<file path="src/rtl/argmax_pkg.sv">
// Shared defaults and FSM state type for the argmax controller slice.
package argmax_pkg;
   localparam int DATA_W_DEF = 32;
   localparam int LEN_W_DEF  = 10;

   typedef enum logic [1:0] {
      IDLE = 2'd0,
      RUN  = 2'd1,
      DONE = 2'd2
   } state_t;
endpackage

</file>
<file path="src/rtl/argmax_max_compare_unit.sv">
// Running-maximum register with a signed strictly-greater comparator.
module max_compare_unit
   import argmax_pkg::*;
#(
   parameter int DATA_W = DATA_W_DEF
) (
   input  logic              clk,
   input  logic              reset,
   input  logic              load_first,
   input  logic              update_en,
   input  logic [DATA_W-1:0] in_data,
   output logic [DATA_W-1:0] max,
   output logic              is_greater
);

   logic [DATA_W-1:0] r_max;

   assign is_greater = $signed(in_data) > $signed(r_max);
   assign max        = r_max;

   always_ff @(posedge clk or negedge reset) begin
      if (!reset) begin
         r_max <= '0;
      end else if (load_first || (update_en && is_greater)) begin
         r_max <= in_data;
      end
   end

endmodule

</file>
<file path="src/rtl/argmax_controller.sv">
// Streams a vector of signed elements and reports the largest value and the
// index of its first occurrence.
module argmax_controller
   import argmax_pkg::*;
#(
   parameter int DATA_W = DATA_W_DEF,
   parameter int LEN_W  = LEN_W_DEF
) (
   input  logic              clk,
   input  logic              reset,
   input  logic              start,
   input  logic [LEN_W-1:0]  len,
   output logic              busy,
   input  logic [DATA_W-1:0] in_data,
   input  logic              in_valid,
   output logic              in_ready,
   output logic [DATA_W-1:0] res_max,
   output logic [LEN_W-1:0]  res_idx,
   output logic              res_valid,
   input  logic              res_ready,
   output logic              err
);

   state_t             r_state;
   logic [LEN_W-1:0]   r_len;
   logic [LEN_W-1:0]   r_cnt;
   logic [LEN_W-1:0]   r_idx;
   logic               r_busy;
   logic               r_in_ready;
   logic               r_res_valid;
   logic               r_err;

   logic               w_accept;
   logic               w_first;
   logic               w_update;
   logic               w_last;
   logic               w_is_greater;
   logic [DATA_W-1:0]  w_max;

   assign w_accept = in_valid && r_in_ready;
   assign w_first  = w_accept && (r_cnt == '0);
   assign w_update = w_accept && (r_cnt != '0);
   assign w_last   = (r_cnt == r_len - LEN_W'(1));

   max_compare_unit #(
      .DATA_W (DATA_W)
   ) u_cmp (
      .clk        (clk),
      .reset      (reset),
      .load_first (w_first),
      .update_en  (w_update),
      .in_data    (in_data),
      .max        (w_max),
      .is_greater (w_is_greater)
   );

   // Handshake outputs are registered alongside the state so they change on
   // the same edge as the transition that implies them.
   always_ff @(posedge clk or negedge reset) begin
      if (!reset) begin
         r_state     <= IDLE;
         r_len       <= '0;
         r_cnt       <= '0;
         r_idx       <= '0;
         r_busy      <= 1'b0;
         r_in_ready  <= 1'b0;
         r_res_valid <= 1'b0;
         r_err       <= 1'b0;
      end else begin
         r_err <= 1'b0;
         case (r_state)
            IDLE: begin
               if (start) begin
                  if (len != '0) begin
                     r_len      <= len;
                     r_cnt      <= '0;
                     r_state    <= RUN;
                     r_busy     <= 1'b1;
                     r_in_ready <= 1'b1;
                  end else begin
                     r_err <= 1'b1;
                  end
               end
            end
            RUN: begin
               if (w_accept) begin
                  r_cnt <= r_cnt + LEN_W'(1);
                  if (w_first) begin
                     r_idx <= '0;
                  end else if (w_is_greater) begin
                     r_idx <= r_cnt;
                  end
                  if (w_last) begin
                     r_state     <= DONE;
                     r_in_ready  <= 1'b0;
                     r_res_valid <= 1'b1;
                  end
               end
            end
            DONE: begin
               if (res_ready) begin
                  r_state     <= IDLE;
                  r_busy      <= 1'b0;
                  r_res_valid <= 1'b0;
               end
            end
            default: begin
               r_state     <= IDLE;
               r_busy      <= 1'b0;
               r_in_ready  <= 1'b0;
               r_res_valid <= 1'b0;
            end
         endcase
      end
   end

   assign busy      = r_busy;
   assign in_ready  = r_in_ready;
   assign res_valid = r_res_valid;
   assign err       = r_err;
   assign res_max   = w_max;
   assign res_idx   = r_idx;

endmodule

</file>
<file path="config.mk">
export PLATFORM = sky130hd
export DESIGN_NAME = argmax_controller
export DESIGN_NICKNAME = d
export VERILOG_FILES = /design/src/rtl/argmax_pkg.sv /design/src/rtl/argmax_max_compare_unit.sv /design/src/rtl/argmax_controller.sv
export SDC_FILE = /design/constraint.sdc
export NUM_CORES = 1
export LEC_CHECK = 0
export CELL_PAD_IN_SITES_DETAIL_PLACEMENT = 0
export CELL_PAD_IN_SITES_GLOBAL_PLACEMENT = 1
export CORE_MARGIN = 2
export CORE_UTILIZATION = 45
export CTS_BUF_LIST = sky130_fd_sc_hd__clkbuf_16
export CTS_CLUSTER_DIAMETER = 60
export DETAILED_ROUTE_END_ITERATION = 12
export PLACE_DENSITY = 0.92
export SYNTH_ARGS = -nofsm -noshare
export SYNTH_HDL_FRONTEND = slang
export SYNTH_SLANG_ARGS = --single-unit
export TNS_END_PERCENT = 50
</file>
<file path="constraint.sdc">
create_clock -name clk -period 3.86 [get_ports clk]
set_input_delay 0.772 -clock clk [delete_from_list [all_inputs] [get_ports clk]]
set_output_delay 0.772 -clock clk [all_outputs]
set_load 0.02 [all_outputs]
</file>
==> reports/summary.log, run 1 <==
INFO  power          cellLeakagePower=3.11nW
INFO  cts            clk-insertion-delay-late=0.35ns
INFO  logic_synthesis synth_warnings=0
INFO  die            top_level_ports=93
INFO  sta            fmaxAchievable=0.293GHz
INFO  global_routing grt_max_degree=71
INFO  sta            max_slew.worst_pin.slew=0.648ns
INFO  sta            final_report_hold_violation_count=0
INFO  logic_synthesis synth-seq-cells=68
INFO  sta            skew=0.00615ns
INFO  sta            report.final.setup_viol=0
INFO  power          switching_share=43.5%
INFO  place          place.detailed.hpwl=10.2mm
INFO  route          post_drt_via_cell_ratio=5.86
INFO  logic_synthesis synth_top_area_share=29.9%
INFO  finish         layout.core_utilization=56.7%
INFO  power          p_total=5.75mW
INFO  logic_synthesis dominantRegCellSynth=sky130_fd_sc_hd__dfrtp_1
INFO  power          power.ir.vdd_worst=0.383mV
INFO  finish         filler_cell_count=1097
INFO  route          detailedRoute.firstPassIterationCount=5
INFO  finish         finish.instance_area=0.00707mm2
INFO  logic_synthesis synth_area_per_cell=8.83um2
INFO  setup_path     worstSetupPathType=input pin to flip-flop
INFO  setup_path     worst_setup_path_start_kind=input pin
INFO  sta            period_needed=3.41ns
INFO  logic_synthesis synth_sequential_area_ratio=29.9%
INFO  setup_path     arrival_time_at_the_worst_endpoint=3.64ns
INFO  setup_path     worst_path_max_delay_cell=sky130_fd_sc_hd__clkdlybuf4s50_1
INFO  cts            tritoncts.num_buffers=9
INFO  place          setup_slack_at_placement=0.129ns
INFO  die            start_util=45.7%
INFO  route          antenna_left=0
INFO  logic_synthesis synth_enable_flop_cells=0
INFO  logic_synthesis mappedNetlistNets=727
INFO  setup_path     cp_cell_sequence=clkdlybuf4s50_1 > ha_1 > a21oi_1 > nand2_1 > a221oi_1 > o211ai_1 > buf_4 > or4_1 > nand3_2 > mux2_2
INFO  cts            clk_root_buffer_cell=sky130_fd_sc_hd__clkbuf_16
INFO  cts            holdBufCountCts=0
INFO  route          drt-initial-drc-count=414
INFO  cts            post_cts_gate_resize_count=0
INFO  place          port_buffers=92
INFO  power          power.internal=3.25mW
INFO  place          gp_congestion=0.804
INFO  route          wl=14.6mm
INFO  logic_synthesis yosys.area.top_type=sky130_fd_sc_hd__dfrtp_1
INFO  global_routing grt_antenna_before_repair=0
INFO  logic_synthesis synth_top_cells_by_area=sky130_fd_sc_hd__dfrtp_1 (30%), sky130_fd_sc_hd__mux2i_1 (12%), sky130_fd_sc_hd__ha_1 (7.7%)
INFO  worst_hold_path worstHoldPathType=input pin to asynchronous set/reset pin
INFO  run            timing.max_cap.violations=0
INFO  finish         nets=789
INFO  route          drc=0
INFO  place          place_inst=868
INFO  place          postPlaceCellArea=0.00678mm2
INFO  sta            grt_setup_unrepaired=false
INFO  sta            setup-tns-final=0ns
INFO  cts            htreeDepth=3
INFO  global_routing grt.overflow.total=0
INFO  outcome        run_status=complete, no violations
INFO  die            placementRows=41
INFO  route          wire_per_inst=16.5um
INFO  route          vias=5181
INFO  die            fp.dieH=116um
INFO  die            coreArea=0.0125mm2
INFO  die            design.die.area=0.0136mm2
INFO  finish         post_layout_nonfiller_instances=884
INFO  logic_synthesis synth.cell_area=0.00569mm2
INFO  global_routing via_count_of_the_first_global_routing_pass=5180
INFO  setup_path     slowest_delay=0.51ns
INFO  logic_synthesis synth_async_sr_flop_share=100%
INFO  sta            timing.final.crit_share=88.4%
INFO  power          pwr_density=814mW/mm2
INFO  cts            tritoncts=yes
INFO  setup_path     rr_worst_depth=10
INFO  finish         antenna-diode-count=0
INFO  sta            hold_ws=0.414ns
INFO  cts            cts_post_setup_buffers_inserted=0
INFO  global_routing total_routing_resource_utilization_after_global_routing=22.6%
INFO  logic_synthesis synth_cell_type_count=50
INFO  finish         post_route_cells_drive_above_1_share=7.87%
INFO  power          power.sequential.fraction=23.3%
INFO  setup_path     crit_path_end_kind=flip-flop
INFO  sta            maxSlewHeadroom=56.5%
INFO  die            die_width=116um
INFO  cts            cts_num_sinks=68
INFO  sta            fin_ws=0.447ns
INFO  power          share_comb_of_total_power=62.2%
INFO  logic_synthesis post_synth_inst_count=645
INFO  cts            clk_path_buf_depth=2
INFO  setup_path     timing.critical_path.fanout_max=10
INFO  finish         flow.area_growth_from_synthesis=24.2%
INFO  global_routing first_pass_grt_wire_length=24.5mm
INFO  cts            cts_clock_pin_slew_for_the_worst_setup_and_hold_paths=0.06ns
INFO  sta            drv_slew=0
INFO  power          clockPowerShare=14.5%
INFO  setup_path     worst_ep_required_time=4.09ns
INFO  power          total_switching_power=2.50mW
[registers in the layout, indices dropped and copies added (netlist names)]
name / cells
r_state: 2
in_ready: 1
err: 1
r_cnt: 10
res_valid: 1
res_idx: 10
u_cmp.max: 32
r_len: 10
busy: 1
[Yosys cell counts, types with 2 or more instances]
| master | number |
|---|---|
| sky130_fd_sc_hd__and3_1 | 2 |
| sky130_fd_sc_hd__a22o_1 | 2 |
| sky130_fd_sc_hd__or4_1 | 2 |
| sky130_fd_sc_hd__ha_1 | 35 |
| sky130_fd_sc_hd__nor3_1 | 35 |
| sky130_fd_sc_hd__xnor2_1 | 12 |
| sky130_fd_sc_hd__clkbuf_1 | 43 |
| sky130_fd_sc_hd__nor2_1 | 28 |
| sky130_fd_sc_hd__o21ai_0 | 11 |
| sky130_fd_sc_hd__buf_1 | 2 |
| sky130_fd_sc_hd__nand3_1 | 73 |
| sky130_fd_sc_hd__nand3b_1 | 34 |
| sky130_fd_sc_hd__buf_6 | 4 |
| sky130_fd_sc_hd__a21boi_0 | 3 |
| sky130_fd_sc_hd__a21o_1 | 2 |
| sky130_fd_sc_hd__nand4_1 | 11 |
| sky130_fd_sc_hd__or3_1 | 35 |
| sky130_fd_sc_hd__nor2b_1 | 4 |
| sky130_fd_sc_hd__mux2i_1 | 66 |
| sky130_fd_sc_hd__nor4_1 | 7 |
| sky130_fd_sc_hd__mux2_2 | 16 |
| sky130_fd_sc_hd__o2111ai_1 | 2 |
| sky130_fd_sc_hd__xor2_1 | 6 |
| sky130_fd_sc_hd__buf_2 | 4 |
| sky130_fd_sc_hd__a21oi_1 | 20 |
| sky130_fd_sc_hd__o211ai_1 | 2 |
| sky130_fd_sc_hd__a2111o_1 | 31 |
| sky130_fd_sc_hd__buf_4 | 3 |
| sky130_fd_sc_hd__nand2_1 | 16 |
| sky130_fd_sc_hd__dfrtp_1 | 68 |
| sky130_fd_sc_hd__nand2b_1 | 5 |
| sky130_fd_sc_hd__inv_1 | 43 |
[final timing paths]
| check | startpoint | endpoint | slack (ns) |
|---|---|---|---|
| min in group clk | res_idx[4]$_DFFE_PN0P_ | res_idx[4]$_DFFE_PN0P_ | 0.52 |
| max reg2reg | u_cmp.max[30]$_DFFE_PN0P_ | res_idx[8]$_DFFE_PN0P_ | 0.97 |
| max in group asynchronous | reset | u_cmp.max[24]$_DFFE_PN0P_ | 2.62 |
| min reg2reg | res_idx[4]$_DFFE_PN0P_ | res_idx[4]$_DFFE_PN0P_ | 0.52 |
| max | in_data[30] | res_idx[8]$_DFFE_PN0P_ | 0.45 |
| min | reset | u_cmp.max[6]$_DFFE_PN0P_ | 0.41 |
[critical path: cells and delay by family]
family / cells / cell delay [ns]
buffers and inverters: 2 / 0.68
and+or+nand+nor: 3 / 0.83
muxes: 1 / 0.38
AOI/OAI and AO/OA: 3 / 0.60
adders and majority gates: 1 / 0.38
[power groups by stage]
stage | clock network [mW] | registers [mW] | logic, mW
5_1_grt | 0.869 | 1.38 | 3.96
3_5_place_dp | 0 | 1.35 | 3.58
4_1_cts | 0.844 | 1.34 | 3.60
6_report | 0.832 | 1.34 | 3.58
2_1_floorplan | 0 | 1.50 | 2.40
3_3_place_gp | 0 | 1.33 | 3.44
[layer usage]
layer | vias up | share of wire, % | GRT usage (%)
li1 | 2503 | - | -
met1 | 2517 | 44 | 28.7
met2 | 137 | 49 | 38.1
met3 | 24 | 5.3 | 4.62
met4 | 0 | 2.2 | 8.89
met5 | - | 0 | 0
[final cells by class]
type | instances | area, um2 | area share, %
Timing Repair Buffer | 107 | 1090 | 15.4
Multi-Input combinational cell | 478 | 3610 | 51.0
Tap cell | 172 | 215 | 3.04
Clock inverter | 7 | 67.6 | 0.955
Clock buffer | 9 | 225 | 3.18
Sequential cell | 68 | 1700 | 24.1
Inverter | 43 | 161 | 2.28
[cells by family after synthesis]
group,synth area share [%]
muxes,15.0
xor gates and xnor gates,2.77
DFF,29.9
adders and majority gates,7.69
and+or+nand+nor,25.7
AOI/OAI and AO/OA,11.7
buffers and inverters,7.34
[cells in the final DEF, fill, tap and decap left out, drive strengths merged, types with 20 or more instances in the layout]
cell type / count
dfrtp: 68
or3: 35
a21oi: 20
a2111o: 31
nor2: 28
inv: 43
ha: 35
mux2i: 66
nor3: 36
nand3: 74
nand3b: 34
clkdlybuf4s50: 91
No activity file was read; power rests on OpenSTA's default activity.
==> run 2, diff against run 1 <==
--- a/config.mk
+++ b/config.mk
@@ -10,7 +10,7 @@
 export CORE_MARGIN = 2
 export CORE_UTILIZATION = 45
 export CTS_BUF_LIST = sky130_fd_sc_hd__clkbuf_16
-export CTS_CLUSTER_DIAMETER = 60
+export CTS_CLUSTER_DIAMETER = 150
 export DETAILED_ROUTE_END_ITERATION = 12
 export PLACE_DENSITY = 0.92
 export SYNTH_ARGS = -nofsm -noshare
==> results of run 2 <==
No change in the layout: final DEF, timing and power equal those of run 1.
==> run 3, diff against run 2 <==
--- a/config.mk
+++ b/config.mk
@@ -8,11 +8,11 @@
 export CELL_PAD_IN_SITES_DETAIL_PLACEMENT = 0
 export CELL_PAD_IN_SITES_GLOBAL_PLACEMENT = 1
 export CORE_MARGIN = 2
-export CORE_UTILIZATION = 45
+export CORE_UTILIZATION = 35
 export CTS_BUF_LIST = sky130_fd_sc_hd__clkbuf_16
 export CTS_CLUSTER_DIAMETER = 150
 export DETAILED_ROUTE_END_ITERATION = 12
-export PLACE_DENSITY = 0.92
+export PLACE_DENSITY = 0.75
 export SYNTH_ARGS = -nofsm -noshare
 export SYNTH_HDL_FRONTEND = slang
 export SYNTH_SLANG_ARGS = --single-unit
==> reports/summary.log, run 3 (synthesis gave the netlist of run 1 again) <==
INFO  setup_path     worstSetupPathType=input pin to flip-flop
INFO  global_routing total_routing_resource_utilization_after_global_routing=18.0% [-4.6 points]
INFO  finish         post_route_cells_drive_above_1_share=7.75% [-0.12 points]
INFO  finish         largest_reg_flops=32 [unchanged]
INFO  cts            clk_root_buffer_cell=sky130_fd_sc_hd__clkbuf_16
INFO  worst_hold_path worstHoldPathType=input pin to asynchronous set/reset pin
INFO  route          detailedRoute.firstPassIterationCount=5 [unchanged]
INFO  power          share_comb_of_total_power=62.0% [-0.2 points]
INFO  sta            fin_ws=0.477ns [+0.0303 ns]
INFO  setup_path     cp_cell_sequence=clkdlybuf4s50_1 > ha_1 > nand4_1 > nor4_4 > buf_4 > a21oi_4 > and3_1 > a22oi_1 > nand3_2 > mux2_2
INFO  setup_path     slowest_delay=0.50ns [about the same]
INFO  finish         filler_cell_count=1545 [+41%]
INFO  cts            holdBufCountCts=0 [unchanged]
INFO  finish         mostFrequentLayoutCells=sky130_fd_sc_hd__clkdlybuf4s50_1 (91), sky130_fd_sc_hd__nand3_1 (73), sky130_fd_sc_hd__dfrtp_1 (68)
INFO  sta            max_slew.worst_pin.slew=0.774ns [+0.127 ns]
INFO  die            top_level_ports=93 [unchanged]
INFO  power          clockPowerShare=14.5% [about the same]
INFO  cts            cts_clock_pin_slew_for_the_worst_setup_and_hold_paths=0.06ns [about the same]
INFO  sta            final_report_hold_violation_count=0 [unchanged]
INFO  cts            cts_num_sinks=68 [unchanged]
INFO  cts            tritoncts.num_buffers=9 [unchanged]
INFO  setup_path     crit_path_end_kind=flip-flop
INFO  finish         nets=788 [-0.13%]
INFO  finish         layout.cells.most_common=sky130_fd_sc_hd__clkdlybuf4s50_1
INFO  place          setup_slack_at_placement=0.125ns [-0.00417 ns]
INFO  place          port_buffers=92 [unchanged]
INFO  setup_path     setup.worst_path.start=in_data[23]
INFO  setup_path     timing.critical_path.fanout_max=10 [unchanged]
INFO  route          vias=5129 [-1.0%]
INFO  route          post_drt_via_cell_ratio=5.54 [-5.5%]
INFO  sta            skew=0.00604ns [-0.000115 ns]
INFO  global_routing grt_antenna_before_repair=0 [unchanged]
INFO  die            design.die.area=0.0173mm2 [+28%]
INFO  finish         antenna-diode-count=0 [unchanged]
INFO  outcome        run_status=complete, no violations
INFO  power          power.sequential.fraction=23.4% [about the same]
INFO  power          total_switching_power=2.50mW [-0.17%]
INFO  finish         flow.area_growth_from_synthesis=25.2%
INFO  cts            clk-insertion-delay-late=0.34ns [about the same]
INFO  die            fp.dieH=132um [+13%]
INFO  global_routing first_pass_grt_wire_length=25.9mm [+5.8%]
INFO  sta            timing.final.crit_share=87.6% [-0.79 points]
INFO  setup_path     worst_ep_required_time=4.09ns [about the same]
INFO  route          wl=15.3mm [+4.8%]
INFO  setup_path     worst_path_max_delay_cell=sky130_fd_sc_hd__nor4_4
INFO  power          power.internal=3.24mW [-0.23%]
INFO  setup_path     critical_path_depth=10 [unchanged]
INFO  sta            setup-tns-final=0ns [unchanged]
INFO  cts            clk_path_buf_depth=2 [unchanged]
INFO  route          wire_per_inst=16.5um [about the same]
INFO  setup_path     rr_worst_depth=10 [unchanged]
INFO  die            start_util=35.8% [-9.8 points]
INFO  setup_path     cp_top_family=simple AND/OR/NAND/NOR gates
INFO  global_routing grt.overflow.total=0 [unchanged]
INFO  place          gp_congestion=0.779 [-3.1%]
INFO  sta            grt_setup_unrepaired=false
INFO  setup_path     worstPathBufferInverterCount=2 [unchanged]
INFO  setup_path     arrival_time_at_the_worst_endpoint=3.61ns [-0.03 ns]
INFO  die            coreArea=0.0159mm2 [+27%]
INFO  global_routing grt_max_degree=93 [+31%]
INFO  setup_path     rr_startpoint=u_cmp.max[30]$_DFFE_PN0P_
INFO  cts            post_cts_gate_resize_count=0 [unchanged]
INFO  cts            cts_post_setup_buffers_inserted=0 [unchanged]
INFO  sta            maxSlewHeadroom=48.4% [-8.1 points]
INFO  power          power.ir.vdd_worst=0.401mV [+4.8%]
INFO  die            die_width=132um [+13%]
INFO  place          place.detailed.hpwl=10.7mm [+5.1%]
INFO  sta            fmaxAchievable=0.296GHz [+0.90%]
INFO  power          cellLeakagePower=3.10nW [-0.18%]
INFO  setup_path     worst_setup_path_start_kind=input pin
INFO  route          antenna_left=0 [unchanged]
INFO  sta            period_needed=3.38ns [-0.0303 ns]
INFO  power          pwr_density=805mW/mm2 [-1.0%]
INFO  cts            htreeDepth=3 [unchanged]
INFO  die            placementRows=46 [+12%]
INFO  global_routing via_count_of_the_first_global_routing_pass=5161 [-0.37%]
INFO  cts            tritoncts=yes
INFO  power          switching_share=43.5% [about the same]
INFO  route          drc=0 [unchanged]
INFO  run            timing.max_cap.violations=0 [unchanged]
INFO  sta            report.final.setup_viol=0 [unchanged]
INFO  sta            drv_slew=0 [unchanged]
INFO  route          drt-initial-drc-count=365 [-12%]
-- run 3: power by group through the flow --
stage | combinational [mW] | clock [mW] | sequential [mW]
2_1_floorplan | 2.40 | 0 | 1.50
3_3_place_gp | 3.45 | 0 | 1.34
3_5_place_dp | 3.58 | 0 | 1.35
4_1_cts | 3.60 | 0.861 | 1.35
5_1_grt | 3.94 | 0.895 | 1.40
6_report | 3.56 | 0.834 | 1.35
-- run 3: per-layer routing --
layer	global-route usage [%]	share of wire, %
met1	23.3	46
met2	30.3	49
met3	4.59	4.8
met4	4.17	0.80
met5	0	0
-- run 3: area by class of cell --
cell class              count  area, um2  share of cell area [%]
clock inverters             6       66.3                   0.930
repair buffers            106       1100                    15.4
multi-input cells         478       3610                    50.6
inverters                  43        161                    2.26
flip-flops and latches     68       1700                    23.9
clock buffers               9        225                    3.16
well taps                 216        270                    3.79
-- run 3: final timing paths --
kind	end	slack, ns
min in group clk	res_idx[2]$_DFFE_PN0P_	0.51
max in group asynchronous	u_cmp.max[23]$_DFFE_PN0P_	2.67
setup / recovery	res_idx[8]$_DFFE_PN0P_	0.48
hold reg to reg	res_idx[2]$_DFFE_PN0P_	0.51
setup reg to reg	res_idx[8]$_DFFE_PN0P_	0.94
hold / removal	u_cmp.max[5]$_DFFE_PN0P_	0.40
-- run 3: through the flow --
step	cells	util, %	power, mW	instance area (um2)	hold slack, ns
detailed placement	911	43.1	4.93	6840	0.497
global route	926	44.9	6.23	7130	0.438
floorplan	645	-	3.90	5690	0.476
CTS	926	44.9	5.80	7130	0.411
global placement	911	43.1	4.78	6840	0.495
finish	926	44.9	5.74	7130	0.404
